<file path="config.mk">
export PLATFORM = sky130hd
export DESIGN_NAME = shift_arbiter
export DESIGN_NICKNAME = d
export VERILOG_FILES = /design/src/rtl/shift_arbiter.sv
export SDC_FILE = /design/constraint.sdc
export NUM_CORES = 1
export LEC_CHECK = 0
export BUFFER_PORTS_ARGS = -buffer_cell sky130_fd_sc_hd__buf_2
export CAP_MARGIN = 10
export CORE_MARGIN = 10
export CORE_UTILIZATION = 35
export DETAILED_ROUTE_END_ITERATION = 6
export PLACE_DENSITY = 0.57
export SLEW_MARGIN = 25
export SYNTH_ARGS = -nofsm -noshare
export SYNTH_HDL_FRONTEND = slang
export SYNTH_SLANG_ARGS = --single-unit
</file>
<file path="constraint.sdc">
create_clock -name clk -period 2.3 [get_ports clk]
set_input_delay 0.115 -clock clk [delete_from_list [all_inputs] [get_ports clk]]
set_output_delay 0.115 -clock clk [all_outputs]
set_load 0.02 [all_outputs]
</file>
<file path="src/rtl/shift_arbiter.sv">
// rtl/shift_arbiter.sv - two-port arbiter sharing one 16-bit shifter
//
// Two requesters (A and B) share a single 16-bit shift datapath. At most one
// operation is accepted per cycle. Each port owns a one-entry result buffer
// with a valid/ready handshake.
//
// Parameters
//   FAIR      1 = round-robin between ports, 0 = fixed priority with A highest
//
// Ports (X = a or b)
//   clk       clock, all state updates on the rising edge
//   rst       synchronous active-high reset
//   X_req     operation request, held with operands until X_gnt
//   X_src     16-bit shift source
//   X_shamt   shift amount 0-15
//   X_dir     01 SLL, 10 SRL, 11 SRA, 00 pass-through
//   X_gnt     combinational accept strobe for this cycle
//   X_vld     result buffer full
//   X_rdy     consumer takes the result when X_vld & X_rdy
//   X_res     buffered shift result
//   X_zr      1 when X_res == 0
module shift_arbiter #(
    parameter int FAIR = 1
) (
    input  logic        clk,
    input  logic        rst,

    input  logic        a_req,
    input  logic [15:0] a_src,
    input  logic [3:0]  a_shamt,
    input  logic [1:0]  a_dir,
    output logic        a_gnt,
    output logic        a_vld,
    input  logic        a_rdy,
    output logic [15:0] a_res,
    output logic        a_zr,

    input  logic        b_req,
    input  logic [15:0] b_src,
    input  logic [3:0]  b_shamt,
    input  logic [1:0]  b_dir,
    output logic        b_gnt,
    output logic        b_vld,
    input  logic        b_rdy,
    output logic [15:0] b_res,
    output logic        b_zr
);

    localparam bit FIXED_PRIO = (FAIR == 0);

    localparam logic [1:0] DIR_PASS = 2'b00;
    localparam logic [1:0] DIR_SLL  = 2'b01;
    localparam logic [1:0] DIR_SRL  = 2'b10;
    localparam logic [1:0] DIR_SRA  = 2'b11;

    // 1 when B was the most recently granted port; reset makes A win the first tie.
    logic last_b;

    logic a_elig;
    logic b_elig;
    logic pick_a;

    logic [15:0] op_src;
    logic [3:0]  op_shamt;
    logic [1:0]  op_dir;
    logic [15:0] sh_res;

    // A port may take a new operation when its buffer is empty or is being
    // drained in this same cycle.
    always_comb begin
        a_elig = a_req && (!a_vld || a_rdy);
        b_elig = b_req && (!b_vld || b_rdy);
        pick_a = a_elig && (!b_elig || FIXED_PRIO || last_b);
        a_gnt  = !rst && pick_a;
        b_gnt  = !rst && b_elig && !pick_a;
    end

    // Single shared shifter; operands come from whichever port is granted.
    always_comb begin
        if (b_gnt) begin
            op_src   = b_src;
            op_shamt = b_shamt;
            op_dir   = b_dir;
        end else begin
            op_src   = a_src;
            op_shamt = a_shamt;
            op_dir   = a_dir;
        end

        case (op_dir)
            DIR_SLL:  sh_res = op_src << op_shamt;
            DIR_SRL:  sh_res = op_src >> op_shamt;
            DIR_SRA:  sh_res = $unsigned($signed(op_src) >>> op_shamt);
            DIR_PASS: sh_res = op_src;
            default:  sh_res = op_src;
        endcase
    end

    always_ff @(posedge clk) begin
        if (rst) begin
            a_vld  <= 1'b0;
            a_res  <= 16'h0000;
            a_zr   <= 1'b0;
            b_vld  <= 1'b0;
            b_res  <= 16'h0000;
            b_zr   <= 1'b0;
            last_b <= 1'b1;
        end else begin
            if (a_gnt) begin
                a_vld <= 1'b1;
                a_res <= sh_res;
                a_zr  <= (sh_res == 16'h0000);
            end else if (a_vld && a_rdy) begin
                a_vld <= 1'b0;
            end

            if (b_gnt) begin
                b_vld <= 1'b1;
                b_res <= sh_res;
                b_zr  <= (sh_res == 16'h0000);
            end else if (b_vld && b_rdy) begin
                b_vld <= 1'b0;
            end

            if (a_gnt) begin
                last_b <= 1'b0;
            end else if (b_gnt) begin
                last_b <= 1'b1;
            end
        end
    end

endmodule

</file>
## After elaboration in Yosys (flattened, before gate mapping)

Index checks and enable logic that the tools add are counted.

- Register bits: 37
- Bits of input ports: 50
- Output and inout port bits: 38
- Logic and storage cells: 44

- Eq/ne operators: 3
- Shift-type cells: 3
- Multiplexer cells: 10
- Reduce and logical (&&, ||, !) cells: 21

Operators with widths:

| kind | count |
|---|---|
| $pmux W16 S4 | 1 |
| $logic_not A16 Y1 | 1 |
| $mux W16 | 1 |
| $shl A16 B4 Y16 | 1 |
| $shr A16 B4 Y16 | 1 |
| $sshr A16 B4 Y16 | 1 |
| $logic_and A1 B1 Y1 | 8 |
| $mux W1 | 6 |
| $reduce_bool A2 Y1 | 3 |
| $logic_not A1 Y1 | 5 |
| $eq A2 B2 Y1 const B | 2 |
| $mux W4 | 1 |
| $logic_or A1 B1 Y1 | 3 |
| $eq A2 B1 Y1 const B | 1 |
| $logic_not A2 Y1 | 1 |
| $mux W2 | 1 |

## Depth between registers and ports, before layout

- Depth after elaboration: 12
- Mapped depth: 12
- Mapped depth without buffers: 9

## Worst setup path before layout

Ideal clock, no wire load.

- Path kind: register -> register
- Start: reg a_vld
- End: reg a_zr
- Library setup time: 69 ps
- Data arrival time: 2513 ps
- Required time: 2231 ps
- Setup slack: -282 ps
- Cell stages (with the launch flop): 10
- Buffers on the path: 1
- Period minus slack after synthesis: 2582 ps
- Cells stage by stage: dfxtp_1 > nor2b_4 > o211ai_4 > buf_4 > a21oi_1 > mux2_2 > a221o_1 > nor3b_2 > nand4_1 > o21ai_1

- Longest elaborated chain between the ends: 10
- Elaborated cells between the ends (all ways): 19
- Classes of those cells: eq/ne: 3; shift: 3; mux: 4; reduce/logical: 9

Ends and longest elaborated chain:

| what | line | source |
|---|---|---|
| start, declared | 33 | `output logic a_vld,` |
| start signal, assigned | 101 | `a_vld <= 1'b0;` |
| start signal, assigned | 110 | `a_vld <= 1'b1;` |
| start signal, assigned | 114 | `a_vld <= 1'b0;` |
| $logic_not A1 Y1 * | 71 | `a_elig = a_req && (!a_vld \|\| a_rdy);` |
| $logic_or A1 B1 Y1 * | 71 |  |
| $logic_and A1 B1 Y1 * | 71 |  |
| $logic_and A1 B1 Y1 * | 73 | `pick_a = a_elig && (!b_elig \|\| FIXED_PRIO \|\| last_b);` |
| $logic_not A1 Y1 | 75 | `b_gnt = !rst && b_elig && !pick_a;` |
| $logic_and A1 B1 Y1 | 75 |  |
| $mux W16, or another cell as far along | 80 | `if (b_gnt) begin` |
| $sshr A16 B4 Y16, or another cell as far along | 93 | `DIR_SRA: sh_res = $unsigned($signed(op_src) >>> op_shamt);` |
| $pmux W16 S4 | 90 | `case (op_dir)` |
| $logic_not A16 Y1 | 112 | `a_zr <= (sh_res == 16'h0000);` |
| end signal, assigned | 112 |  |
| end, declared | 36 | `output logic a_zr,` |

Mark *: on every way between the ends. The rest lies on a longest branch, timed or not.
A chain may end at the register's enable or synchronous reset.

## Worst setup path after layout

- Start: reg last_b
- End: reg a_zr

- Longest elaborated chain between the ends: 8
- Elaborated cells between the ends (all ways): 17
- Classes of those cells: eq/ne: 3; shift: 3; mux: 4; reduce/logical: 7

Ends and longest elaborated chain:

| what | line | source |
|---|---|---|
| start, declared | 57 | `logic last_b;` |
| start signal, assigned | 107 | `last_b <= 1'b1;` |
| start signal, assigned | 126 | `last_b <= 1'b0;` |
| start signal, assigned | 128 | `last_b <= 1'b1;` |
| $logic_or A1 B1 Y1 * | 73 |  |
| $logic_and A1 B1 Y1 * | 73 |  |
| $logic_not A1 Y1 | 75 |  |
| $logic_and A1 B1 Y1 | 75 |  |
| $mux W16, or another cell as far along | 80 |  |
| $sshr A16 B4 Y16, or another cell as far along | 93 |  |
| $pmux W16 S4 | 90 |  |
| $logic_not A16 Y1 | 112 |  |

Marked as above.

==> flow_summary.toml <==
[die]
die_w_um = 143.3
rows = 45
pin_count = 88
dieArea_um2 = 20540
die_h_um = 143.3
coreArea_um2 = 15030
start_util = 0.3541

[run]
max-cap-violations = 0

[detailed_routing]
via_per_inst = 6.179
drtPass1Iterations = 6
drt-initial-drc-count = 527
wl_um = 27980
ant_nets = 0
wire_per_inst_um = 25.79
drc = 0
num_vias = 6704

[outcome]
status = "complete, but fails checks"
failed_checks = "setup timing"

[cts]
clock_path_buffers = 2
cts_sinks = 37
cts_tree = "built"
htree_levels = 2
clk_pin_slew_worst_paths_ns = 0.06
cts_hold_buffers = 0
numCtsBuffers = 5
root_buffer = "clkbuf_16"
clk_latency_ns = 0.28

[critical_path]
slowest_stage = "dfxtp_1"
end_kind = "flop"
critPathMaxFanout = 6
r2r_slack_ns = -0.16
crit_type = "reg -> reg"
cp_slowest_stage_delay_ns = 0.35
required_ns = 2.52
cp_cell_sequence = "nand2_2 > o211ai_4 > buf_12 > inv_8 > buf_6 > mux2_4 > mux2_4 > a221o_1 > nor3b_2 > nand4_1 > o21ai_1"
cp_common_cell = "mux2_4"
crit_path_start_kind = "flop"
arrival_ns = 2.67

[global_routing]
met3_usage = 0.02904
met1_usage = 0.3257
antenna_found_initial = 0
grt.total_usage = 0.2653
grt_first_pass_wirelength_um = 41730
busiest_layer = "met2"
grt_max_degree = 38
grt_pass1_vias = 6787
overflow = 0
met2_usage = 0.4579

[cells_and_area]
final_nets = 946
areaGrowthSynthToFinish_pct = 56.72
final_cell_mix = "208 x buf_4, 87 x buf_2, 60 x mux2i_1, 45 x nand2_1, 36 x dfxtp_1"
final_common_cell = "buf_4"
diodes = 0
drive_gt1_frac = 0.5173

[yosys]
synth-seq-cells = 37
ys_types = 67
netlist_area_um2 = 5323
synth_warnings = 0
synth_edf_count = 0
async_flop_share = 0
synth_ff_type = "dfxtp_1"
seq_area_frac_synth = 0.1392
syn_nets = 675
syn_avg_cell_area_um2 = 8.516
syn-instance-count = 625

[power_and_ir_drop]
seqPwrFrac = 0.212
peakVddDrop_uv = 335.3
p_switching_w = 0.001400
pwr_density_cell_nw_per_um2 = 415.8
p_leak_nw = 3.632
intPower_w = 0.002068
clockPowerShare = 0.195
switching_share = 0.4037
pwr-share-comb = 0.592

[sta]
finalCritPeriodShare = 1.068
worst_pin_slew_ns = 0.6388
slew_viol_final = 0
setup_tns_ns = -0.7549
slew_headroom = 0.5696
setup_viol = 10
rsz0062_at_grt = "true"
period_needed_ns = 2.456
fin_skew_ns = 0.002175
timing_hold_violations_final = 0
max_freq_ghz = 0.4071
worst_slack_ns = -0.1563

[placement]
dp_slack_ns = -0.4130
dp_hpwl_um = 22900
port_buffers = 87
place.gp.congestion = 1.036

[hold_path]
hold_class = "in -> reg"
[per-stage QoR]
stage | hold WS (ns) | utilization | instances | area, µm² | total power [W]
after floorplan | 0.3099 | - | 625 | 5358 | 0.001627
after CTS | 0.1855 | 0.5372 | 1080 | 8077 | 0.003350
after detailed placement | 0.4720 | 0.4859 | 1048 | 7305 | 0.002468
after global placement | 0.4638 | 0.4859 | 1048 | 7305 | 0.002462
final | 0.1825 | 0.5549 | 1085 | 8342 | 0.003468
after global routing | 0.2216 | 0.5549 | 1085 | 8342 | 0.003622
[layer usage]
| metal | routed length [µm] | up-vias | part of all wire |
|---|---|---|---|
| met1 | 11570 | 3336 | 0.41 |
| li1 | - | 3020 | - |
| met2 | 13570 | 286 | 0.49 |
| met5 | 0 | - | 0 |
| met4 | 1265 | 0 | 0.045 |
| met3 | 1577 | 62 | 0.056 |
[power by group through the flow]
stage	Combinational [W]	Sequential (W)	Clock, W
final	0.00205	0.000736	0.000677
after global routing	0.00216	0.000743	0.000716
after CTS	0.00192	0.000736	0.000695
after detailed placement	0.00172	0.000750	0
after global placement	0.00172	0.000746	0
after floorplan	0.000804	0.000822	0
[flip-flops by register name, indices dropped and copies added (netlist names)]
name and cells:
a_vld 1, b_res 16, b_vld 1, last_b 1, b_zr 1, a_zr 1
a_res 16
[timing repair]
item / 4_1_cts / 5_1_grt
gates resized for setup: 83 / 62
pin swaps: 16 / 22
cloned: 3 / 0
buffers inserted: 22 / 8
setup endpoints to repair: 32 / 33
[synth_stat cells, types with 5 or more instances]
cell / instances / area, µm²
dfxtp_1: 37 / 740.7
a211oi_1: 10 / 75.07
nand4_1: 7 / 43.79
mux2i_1: 67 / 670.6
and3_1: 9 / 56.30
mux4_2: 25 / 563.0
o21ai_0: 56 / 280.3
nor2_1: 35 / 131.4
nor3_1: 14 / 70.07
a21oi_1: 13 / 65.06
o2111ai_1: 11 / 96.34
mux2_2: 32 / 360.4
buf_4: 10 / 75.07
mux4_1: 9 / 236.5
nor2b_1: 10 / 62.56
a31oi_1: 6 / 37.54
nand2_1: 46 / 172.7
nor4_1: 7 / 43.79
inv_1: 13 / 48.80
nand3b_1: 34 / 255.2
a2111oi_0: 7 / 61.31
nand2b_1: 6 / 37.54
o211ai_1: 7 / 52.55
a221oi_1: 5 / 43.79
nand3_1: 27 / 135.1
buf_2: 16 / 80.08
clkbuf_1: 28 / 105.1
[final cells by class]
cell class,count,area [µm²]
flip-flops and latches,37,744.5
multi-input cells,514,4720
fillers,1420,6691
inverters,14,62.56
clock buffers,5,125.1
repair inverters,1,7.507
well taps,188,235.2
clock inverters,3,21.27
repair buffers,323,2426
[worst max-delay path, delay by kind of cell, from the launching register on]
family,cells,cell delay (ns)
compound gates,3,0.69
buf+inv,3,0.36
flops,1,0.35
mux,2,0.63
simple gates,3,0.35
[final timing paths]
| path | startpoint | endpoint | cells after the start |
|---|---|---|---|
| setup / recovery | last_b | a_zr | 11 |
| setup reg to reg | last_b | a_zr | 11 |
| hold reg to reg | a_res[5] | a_res[5] | 2 |
| hold / removal | a_rdy | a_vld | 3 |
[cells by family after synthesis]
logic type / count (synthesis) / share of synthesized area
AND/OR/NAND/NOR: 213 / 0.2170
AO/OA/AOI/OAI: 164 / 0.2170
multiplexers: 137 / 0.3552
buffers and inverters: 74 / 0.07170
flip-flops: 37 / 0.1392
Note: power is estimated with default switching activity, not from simulation.
